`config.mk`:
```
export PLATFORM = sky130hd
export DESIGN_NAME = program_sequencer
export DESIGN_NICKNAME = d
export VERILOG_FILES = /design/src/rtl/program_sequencer_pkg.sv /design/src/rtl/instr_length_decoder.sv /design/src/rtl/program_sequencer.sv
export SDC_FILE = /design/constraint.sdc
export NUM_CORES = 1
export LEC_CHECK = 0
export CORE_MARGIN = 3
export CORE_UTILIZATION = 51
export DETAILED_ROUTE_END_ITERATION = 6
export PLACE_DENSITY_LB_ADDON = 0.1
export SLEW_MARGIN = 0
export SYNTH_ARGS = -nofsm -noshare
export SYNTH_HDL_FRONTEND = slang
export SYNTH_SLANG_ARGS = --single-unit
```
`constraint.sdc`:
```
create_clock -name clock -period 2.4 [get_ports clock]
set_input_delay 0.36 -clock clock [delete_from_list [all_inputs] [get_ports clock]]
set_output_delay 0.36 -clock clock [all_outputs]
set_load 0.005 [all_outputs]
```
`src/rtl/program_sequencer_pkg.sv`:
```
// Shared constants and helpers for the program sequencer and fetch unit.
// Contents: 2-bit instruction length codes and the code -> length mapping.
package program_sequencer_pkg;

  localparam logic [1:0] LEN_CODE_0OP = 2'b00;
  localparam logic [1:0] LEN_CODE_1OP = 2'b01;
  localparam logic [1:0] LEN_CODE_2OP = 2'b10;

  // Instruction length in words (1..3) for a 2-bit length code; 2'b11 also means two operands.
  function automatic logic [1:0] len_from_code(input logic [1:0] code);
    logic [1:0] len;
    case (code)
      LEN_CODE_0OP: len = 2'd1;
      LEN_CODE_1OP: len = 2'd2;
      LEN_CODE_2OP: len = 2'd3;
      default:      len = 2'd3;
    endcase
    return len;
  endfunction

endpackage

```
`src/rtl/instr_length_decoder.sv`:
```
// Combinational opcode -> instruction length decoder, shared with the fetch unit.
// Ports:
//   opcode : current instruction; the top two bits carry the length code
//   len_c  : instruction length in words (1, 2 or 3), combinational
module instr_length_decoder
  import program_sequencer_pkg::*;
#(
  parameter int unsigned OPCODE_WIDTH = 8
) (
  input  logic [OPCODE_WIDTH-1:0] opcode,
  output logic [1:0]              len_c
);

  assign len_c = len_from_code(opcode[OPCODE_WIDTH-1 -: 2]);

  // The low opcode bits carry no length information.
  if (OPCODE_WIDTH > 2) begin : g_low_bits
    logic unused_low_bits;
    assign unused_low_bits = ^opcode[OPCODE_WIDTH-3:0];
  end

endmodule

```
`src/rtl/program_sequencer.sv`:
```
// Program sequencer: fetch address register advanced by decoded instruction
// length, with absolute jump, call/return through an internal LIFO
// return-address stack, stall, and sticky stack error flags.
// Ports:
//   clock, reset          : clock and synchronous active-high reset
//   pc_load, opcode       : advance pc by the length of opcode
//   stall                 : freeze all state
//   jump, jump_target     : absolute jump (target also used by call)
//   call, ret             : push return address and jump / pop into pc
//   pc                    : current fetch address
//   stack_count           : valid stack entries
//   stack_full/empty      : stack occupancy status
//   stack_overflow/underflow : sticky error flags, cleared only by reset
module program_sequencer
  import program_sequencer_pkg::*;
#(
  parameter int unsigned PC_WIDTH     = 6,
  parameter int unsigned OPCODE_WIDTH = 8,
  parameter int unsigned STACK_DEPTH  = 4
) (
  input  logic                         clock,
  input  logic                         reset,
  input  logic                         pc_load,
  input  logic [OPCODE_WIDTH-1:0]      opcode,
  input  logic                         stall,
  input  logic                         jump,
  input  logic [PC_WIDTH-1:0]          jump_target,
  input  logic                         call,
  input  logic                         ret,
  output logic [PC_WIDTH-1:0]          pc,
  output logic [$clog2(STACK_DEPTH):0] stack_count,
  output logic                         stack_full,
  output logic                         stack_empty,
  output logic                         stack_overflow,
  output logic                         stack_underflow
);

  localparam int unsigned PTR_W = $clog2(STACK_DEPTH);
  localparam int unsigned CNT_W = PTR_W + 1;

  logic [PC_WIDTH-1:0] stack_mem [STACK_DEPTH];
  logic [1:0]          instr_len;
  logic [PC_WIDTH-1:0] seq_addr;
  logic [PTR_W-1:0]    wr_idx;
  logic [PTR_W-1:0]    top_idx;

  logic [PC_WIDTH-1:0] pc_next;
  logic [CNT_W-1:0]    count_next;
  logic                push;
  logic                ovf_next;
  logic                unf_next;

  instr_length_decoder #(
    .OPCODE_WIDTH(OPCODE_WIDTH)
  ) u_len_dec (
    .opcode(opcode),
    .len_c (instr_len)
  );

  // Sequential address doubles as the call return address; wraps mod 2^PC_WIDTH.
  assign seq_addr = pc + PC_WIDTH'(instr_len);
  // Write pointer equals stack_count; truncation when full is harmless since push is blocked.
  assign wr_idx   = stack_count[PTR_W-1:0];
  assign top_idx  = PTR_W'(stack_count - CNT_W'(1));

  // Next-state selection: stall > ret > call > jump > pc_load > hold.
  always_comb begin
    pc_next    = pc;
    count_next = stack_count;
    push       = 1'b0;
    ovf_next   = stack_overflow;
    unf_next   = stack_underflow;
    if (!stall) begin
      if (ret) begin
        if (!stack_empty) begin
          pc_next    = stack_mem[top_idx];
          count_next = stack_count - CNT_W'(1);
        end else begin
          unf_next = 1'b1;
        end
      end else if (call) begin
        if (!stack_full) begin
          push       = 1'b1;
          count_next = stack_count + CNT_W'(1);
        end else begin
          ovf_next = 1'b1;
        end
        pc_next = jump_target;
      end else if (jump) begin
        pc_next = jump_target;
      end else if (pc_load) begin
        pc_next = seq_addr;
      end
    end
  end

  // Control state; full/empty are registered alongside the count they decode.
  always_ff @(posedge clock) begin
    if (reset) begin
      pc              <= '0;
      stack_count     <= '0;
      stack_full      <= 1'b0;
      stack_empty     <= 1'b1;
      stack_overflow  <= 1'b0;
      stack_underflow <= 1'b0;
    end else begin
      pc              <= pc_next;
      stack_count     <= count_next;
      stack_full      <= (count_next == CNT_W'(STACK_DEPTH));
      stack_empty     <= (count_next == '0);
      stack_overflow  <= ovf_next;
      stack_underflow <= unf_next;
    end
  end

  // Stack storage carries no reset; a reset push is suppressed so the stack is discarded.
  always_ff @(posedge clock) begin
    if (!reset && push) begin
      stack_mem[wr_idx] <= seq_addr;
    end
  end

endmodule

```
* Word-level counts from Yosys, hierarchy flattened
Memory sizes are Yosys's and may differ from the RTL's.
Index checks and enable logic that the tools add are counted.
** Operators by class
- Shifts and indexed selects :: 0
- Muxes and demuxes :: 17
- $add $sub $neg :: 3
- Multiply operators :: 0
- Equality and inequality tests :: 3
- Divide/modulo/power cells :: 0
- Bitwise operators :: 2
- Reductions and logical operators :: 8
- $lt $le $gt $ge :: 0
** Operator list (count)
- $mux 6 :: 5
- $mux 3 :: 5
- $add 6x2->6 :: 1
- $mux 1 :: 6
- $reduce_and 3->1 :: 2
- $pmux 2 s2 :: 1
- $reduce_and 4->1 :: 1
- $reduce_bool 4->1 :: 1
- $add 3x1->3 const B :: 1
- $eq 3x3->1 const B :: 1
- $logic_not 3->1 :: 1
- $sub 3x1->3 const B :: 1
- $eq 2x1->1 const B :: 1
- $logic_not 2->1 :: 1
- $ne 2x2->1 const B :: 1
- $not 1->1 :: 2
- $logic_and 1x1->1 :: 1
- $logic_not 1->1 :: 1
** Word-level totals
- Bits in writable memories :: 24
- ROM bits :: 0
- Flip-flop bits (word level) :: 13
- Bits in latches :: 0
- Output and inout port bits :: 13
- Logic and storage cells :: 40
- Memories kept :: 1
- Input bits :: 21
** Memories
- stack_mem :: depth 4, bits a word 6, rd ports 1, clocked after memory_dff 0, wr ports 1, line program_sequencer.sv:41 : logic [PC_WIDTH-1:0] stack_mem [STACK_DEPTH];

* Longest topological paths before layout
Gate-level depths: netlist of run 1.
- Depth in word-level cells :: 7
- Mapped depth :: 8
- Depth with buffers taken out :: 7

* Modules after synthesis
From an unflattened synthesis of run 1, not the netlist that was laid out.
** Second synthesis, totals
- Cell total of the unflattened synthesis :: 140
- Area, all modules :: 1776.7 µm²
** Modules (own cells, without submodules)
- program_sequencer :: times used 1, cells an instance 138, area an instance 1764.2 µm²
- instr_length_decoder :: times used 1, cells an instance 2, area an instance 12.5 µm²

* Worst setup path before layout of run 1
No wires, ideal clock.
- Path kind :: input port to flip-flop
- Start point :: input opcode[6]
- End point :: register pc[2]
- Data arrival time :: 1.951 ns
- Path slack :: 0.358 ns
- Data required time :: 2.309 ns
- Library setup time :: 0.091 ns
- Cell stages on the path :: 6
- Cell sequence :: or2_2 > fa_1 > xor2_1 > nor3_1 > or3_1 > a311oi_1
** Between the ends
- Word-level cells in the longest chain between the ends :: 7
- Elaborated cells on any way between the ends :: 8
- Classes of those cells :: 1 x add/sub; 1 x eq/ne; 5 x mux; 1 x reduce/logical
** Ends and longest elaborated chain
- start: declaration :: line program_sequencer.sv:24 : input logic [OPCODE_WIDTH-1:0] opcode,
- $eq 2x1->1 or $logic_not 2->1 (tied branches) :: line program_sequencer_pkg.sv:12 : case (code)
- $pmux 2 s2 (*) :: line program_sequencer_pkg.sv:12
- $add 6x2->6 (*) :: line program_sequencer.sv:61 : assign seq_addr = pc + PC_WIDTH'(instr_len);
- net seq_addr[2] :: line program_sequencer.sv:43 : logic [PC_WIDTH-1:0] seq_addr;
- $mux 6 (*) :: line program_sequencer.sv:91 : end else if (pc_load) begin
- $mux 6 (*) :: line program_sequencer.sv:89 : end else if (jump) begin
- $mux 6 (*) :: line program_sequencer.sv:81 : end else if (call) begin
- $mux 6 (*) :: line program_sequencer.sv:74 : if (ret) begin
- end signal: assignment :: line program_sequencer.sv:107 : pc <= pc_next;
- end: declaration :: line program_sequencer.sv:30 : output logic [PC_WIDTH-1:0] pc,
Mark *: on every way through the listed nets, which the timed path passes. The rest lies on a longest branch. The select of a mux whose other input is x is not followed.
A chain may end at the register's enable or synchronous reset.

* Worst setup path after layout of run 1
Same ends and word-level chain as after synthesis.

==> flow_metrics.tcl, run 1 <==
set metrics [dict create \
    status "finished, final reports clean" \
    async_flop_share_pct 0 \
    synth_nets 168 \
    synth_top_area_share_pct 40.6 \
    drive_gt1_share_pct 18.0 \
    diodes 0 \
    port_buffers 27 \
    path_clk_slew_ps 110 \
    maxCapViolCount 0 \
    dr.pass1.iters 4 \
    grt_max_degree 23 \
    r2r_end "pc[2]" \
    yosys.cell_types.count 45 \
    grt_use_total_pct 19.0 \
    fmax_mhz 460 \
    worstPathRequired_ps 2660 \
    avgViaCountPerCell 5.55 \
    min_path_type "reg -> reg" \
    cts_tree "done" \
    grt_pass1_wl_mm 5.95 \
    dr.first_iter.drc_count 65 \
    ys_ff_latch 37 \
    startpoint_type "input pin" \
    finalSetupViolations 0 \
    grt_use_met1_pct 25.5 \
    postCtsHoldBufs 0 \
    routedWlPerCell_um 15.9 \
    crit_fanout 2 \
    syn-mean-instance-area_um2 12.7 \
    maxSlewHeadroom_pct 74.0 \
    finalWorstPathRequiredPeriod_ps 2170 \
    ctsHtreeMaxLevel 2 \
    cp-startpoint "opcode[6]" \
    period_share_pct 90.5 \
    nFillCells 235 \
    postCtsSetupBuffers 0 \
    wirelength_mm 3.54 \
    clockRootBuffer "clkbuf_4" \
    grtUsageMet3_pct 5.37 \
    nets 205 \
    synth_common_cells "edfxtp_1, dfxtp_1, nor2_1" \
    cts_inserted_buffers 5 \
    cts.sinks 37 \
    min-delay-start "pc[0]" \
    cp.arrival_ps 2430 \
    ys_seq_area_share_pct 55.2 \
    min_to "pc[0]" \
    r2r-start "pc[0]" \
    synthTopCellsByArea "edfxtp_1, dfxtp_1, mux4_2" \
    slew_violations 0 \
    peakVddDrop_mv 0.506 \
    synthCells 140 \
    holdWs_ps 494 \
    final_cell_count_no_fill 222 \
    gp_congestion 0.775 \
    crit_type "in -> reg" \
    initial_utilization_pct 55.9 \
    synth_edf_count 24 \
    final.setup.worst_slack_ps 228 \
    yosysMostFrequentCell "edfxtp_1" \
    core_area_mm2 0.00318 \
    hold_viol 0 \
    tightest_slew_ps 390 \
    synth_top_area_cell "edfxtp_1" \
    placed_cell_area_mm2 0.00214 \
    p_per_area_mw_per_mm2 701 \
    dieArea_mm2 0.00423 \
    syn_area_mm2 0.00178 \
    grt_pass1_vias 1250 \
    hold_path_depth 2 \
    busiest_layer "met2" \
    finalInstanceArea_mm2 0.00222 \
    fp.dieW_um 65.0 \
    clock_skew_ps 4.85 \
    reg2reg_depth 6 \
    rows 20 \
    vias 1231 \
    reg2reg_slack_ps 460 \
    dp_hpwl_mm 2.58 \
    clockBufferDepth 2 \
    antenna_found_initial 0 \
    utilization_pct 69.8 \
    drtAntennaViolNets 0 \
    synth-main-ff-cell "edfxtp_1" \
    place_inst 214 \
    drc 0 \
    grt-ovfl-total 0 \
    cts-resized-gates 0 \
    rsz0062_at_grt "no" \
    ys.warnings.count 0 \
    area_delta_synth_final_pct 24.9 \
    grtUsageMet2_pct 30.3 \
    end_kind "flop" \
    clock_latency_ps 340 \
    io_pins 34 \
    p_leak_uw 0.000776 \
    post-place-ws_ps -106 \
    dieHeight_um 65.0 \
]
==> cell usage in the layout, fill, tap and decap left out, drive strengths merged, types with 5 or more instances in the layout <==
cell type      instances
dfxtp                 13
clkbuf                 6
inv                    8
nand2b                 5
buf                    9
o21ai                  5
clkdlybuf4s50         27
nand2                  7
mux4                   6
ha                     6
nor2                  14
edfxtp                24
==> layout make-up <==
cell class	instances	area [um^2]	share of cell area (%)
clock buffer	6	41.3	1.86
timing repair buffer	36	338	15.2
clock inverter	2	38.8	1.75
inverter	8	30.0	1.35
sequential	37	981	44.2
multi-input combinational	89	734	33.1
tap	44	55.1	2.48
==> registers in the layout, summed over array words and instances, names as in the netlist <==
name / count
pc: 6
stack_count: 3
stack_empty: 1
stack_full: 1
stack_mem: 24
stack_overflow: 1
stack_underflow: 1
==> critical path: stages <==
cell,delay (ps)
clkdlybuf4s50_1,410
or2_2,330
fa_1,440
xor2_1,220
nor3_1,60
or3_1,340
a311oi_1,250
==> through the flow <==
stage	power (uW)	TNS (ps)
2_1_floorplan	980	0
3_3_place_gp	1130	-123
3_5_place_dp	1140	-185
4_1_cts	1570	0
5_1_grt	1630	0
6_report	1550	0
==> layer usage <==
metal  vias to the layer above  wire length [um]
li1                        603                 -
met1                       592              1630
met2                        30              1640
met3                         6               216
met4                         0                50
met5                         -                 0
==> cell families (layout without fill, tap and decap cells) <==
kind of cell	Yosys count	in the layout	synth area share (%)
fa+ha+maj	7	7	5.35
buf+inv	14	52	3.45
compound gates	25	25	11.4
mux	8	8	8.87
flops	37	37	55.2
simple gates	45	45	13.7
xor+xnor	4	4	1.97
==> where the power goes <==
part           switching, uW  internal (uW)  total (uW)  leakage [uW]
Sequential              35.6            726         762      0.000325
Combinational            167            198         365      0.000409
Clock                    206            222         428     0.0000424
==> how the worst max path moves through the flow <==
| stage | to | slack [ps] | cells after the start |
|---|---|---|---|
| after floorplan | pc[2] | 360 | 6 |
| after global placement | pc[2] | -80 | 7 |
| after detailed placement | pc[2] | -110 | 7 |
| after CTS | pc[2] | 240 | 7 |
| after global routing | pc[2] | 120 | 8 |
| final | pc[2] | 230 | 7 |
No activity file was read; power rests on OpenSTA's default activity.
==> run 2, diff against run 1 <==
--- a/config.mk
+++ b/config.mk
@@ -5,11 +5,9 @@
 export SDC_FILE = /design/constraint.sdc
 export NUM_CORES = 1
 export LEC_CHECK = 0
-export CORE_MARGIN = 3
 export CORE_UTILIZATION = 51
 export DETAILED_ROUTE_END_ITERATION = 6
 export PLACE_DENSITY_LB_ADDON = 0.1
-export SLEW_MARGIN = 0
 export SYNTH_ARGS = -nofsm -noshare
 export SYNTH_HDL_FRONTEND = slang
 export SYNTH_SLANG_ARGS = --single-unit
==> run 2 against run 1 <==
  * Final area is 0.79% lower
  * Combinational power decreased by 1%
  * Maximum frequency up 0.18%
  * Largest cell class unchanged
  * Final cell count rose by 0.90%
  * Clock skew grew 17 ps
  * Clock power down 22%
  * Worst setup slack better by 3.8 ps
  * Die area shrank 12%
  * Critical path depth stayed put
  * Global-route usage is 2.1 points higher
  * Sequential share of layout area increased by 0.35 points
  * Highest routed layer unchanged
  * Flip-flop and latch count did not move
==> flow_metrics.tcl, run 2 (synthesis gave the netlist of run 1 again) <==
set metrics [dict create \
    netSwitchingFraction_pct 27.1 \
    placed_cell_area_mm2 0.00214 \
    startpoint_type "input pin" \
    peakVddDrop_mv 0.490 \
    reg_top3 "stack_mem (24), pc (6), stack_count (3)" \
    status "finished, final reports clean" \
    switching_power_uw 395 \
    nets 205 \
    worstPathRequired_ps 2660 \
    endpoint "pc[2]" \
    avgViaCountPerCell 5.48 \
    final_common_cell "clkdlybuf4s50_1" \
    vias 1227 \
    largest_reg_flops 24 \
    drtAntennaViolNets 0 \
    clock_latency_ps 340 \
    cp.arrival_ps 2430 \
    maxSlewHeadroom_pct 76.5 \
    dr.first_iter.drc_count 60 \
    drc 0 \
    clock_skew_ps 22.1 \
    reg2reg_slack_ps 450 \
    postCtsHoldBufs 0 \
    reg2reg_depth 6 \
    wirelength_mm 3.43 \
    cts-resized-gates 0 \
    routed-wl-met3_um 152 \
    layout_common_cells "clkdlybuf4s50_1, edfxtp_1, nor2_1, dfxtp_1, buf_4" \
    core_area_mm2 0.00334 \
    p_total_uw 1460 \
    p_per_area_mw_per_mm2 661 \
    final_cell_count_no_fill 224 \
    dr.max_layer_used "met4" \
    grt_pass1_wl_mm 5.40 \
    initial_utilization_pct 53.2 \
    fmax_mhz 461 \
    cts_inserted_buffers 5 \
    clockRootBuffer "clkbuf_4" \
    antenna_found_initial 0 \
    port_buffers 27 \
    grt_use_total_pct 21.1 \
    cts.sinks 37 \
    r2r-start "pc[0]" \
    ctsHtreeMaxLevel 2 \
    area_delta_synth_final_pct 23.9 \
    gp_congestion 0.828 \
    finalSetupViolations 0 \
    io_pins 34 \
    wl_met1_mm 1.63 \
    grt_max_degree 23 \
    finalWorstPathRequiredPeriod_ps 2170 \
    grt-ovfl-total 0 \
    routedWlPerCell_um 15.3 \
    dp_hpwl_mm 2.58 \
    cp-startpoint "opcode[6]" \
    dieHeight_um 61.0 \
    finalSetupTns_ps 0 \
    maxCapViolCount 0 \
    p_seq_share_pct 52.4 \
    top_register "stack_mem" \
    drive_gt1_share_pct 18.0 \
    tightest_slew_ps 352 \
    p_int_uw 1060 \
    finalInstanceArea_mm2 0.00220 \
    slew_violations 0 \
    crit_fanout 2 \
    end_kind "flop" \
    rsz0062_at_grt "no" \
    place_inst 216 \
    grt_pass1_vias 1191 \
    rows 21 \
    dieArea_mm2 0.00372 \
    final.setup.worst_slack_ps 232 \
    dr.pass1.iters 4 \
    clkPwrFrac_pct 22.8 \
    fp.dieW_um 61.0 \
    period_share_pct 90.3 \
    path_clk_slew_ps 120 \
    cts_tree "done" \
    clockBufferDepth 2 \
    post-place-ws_ps -111 \
    diodes 0 \
    postCtsSetupBuffers 0 \
    min_path_type "reg -> reg" \
    p_comb_share_pct 24.8 \
    p_leak_uw 0.000769 \
    r2r_end "pc[2]" \
    dr_wl_met2_mm 1.60 \
    hold_viol 0 \
    nFillCells 256 \
    crit_type "in -> reg" \
]
-- run 2: cell types whose count changed in the layout (fill, tap and decap cells not counted) --
cell / before / now
bufinv_16: 1 / 0
clkbuf_1: 1 / 0
clkbuf_8: 0 / 1
clkinv_1: 0 / 1
clkinv_2: 0 / 1
clkinv_4: 1 / 0
-- run 2: power by group through the flow --
stage / clock network [uW] / registers (uW) / logic [uW]
after floorplan: 0 / 772 / 208
after global placement: 0 / 775 / 352
after detailed placement: 0 / 778 / 362
after CTS: 339 / 763 / 364
after global routing: 367 / 768 / 399
final: 332 / 762 / 361
-- run 2: metrics by stage --
step           hold slack [ps]  util (%)
2_1_floorplan              436         -
3_3_place_gp               449      64.2
3_5_place_dp               467      64.2
4_1_cts                    493      66.0
5_1_grt                    543      66.0
6_report                   506      66.0
-- run 2: worst min path at each step --
stage | startpoint | endpoint | slack [ps] | depth (start not counted)
after global routing | stack_underflow | stack_underflow | 540 | 2
final | pc[0] | pc[0] | 510 | 2
after CTS | stack_underflow | stack_underflow | 490 | 2
after global placement | stack_overflow | stack_overflow | 450 | 2
after floorplan | reset | stack_full | 440 | 1
after detailed placement | stack_underflow | stack_underflow | 470 | 2
-- run 2: area by class of cell --
cell class              instances  area, um^2  share of cell area (%)
inverters                       8        30.0                    1.36
clock buffers                   6        51.3                    2.33
flip-flops and latches         37         981                    44.6
multi-input cells              89         734                    33.4
clock inverters                 2        8.76                   0.398
repair buffers                 36         338                    15.3
well taps                      46        57.6                    2.62
-- run 2: per-layer routing --
metal | global-route usage (%) | up-vias
li1 | - | 600
met1 | 28.1 | 585
met2 | 33.5 | 37
met5 | 0 | -
met4 | 7.79 | 0
met3 | 5.67 | 5
-- run 2: critical path: stages --
cell and delay, ps:
clkdlybuf4s50_1 420, or2_2 330, fa_1 450, xor2_1 210, nor3_1 60, or3_1 340, a311oi_1 250
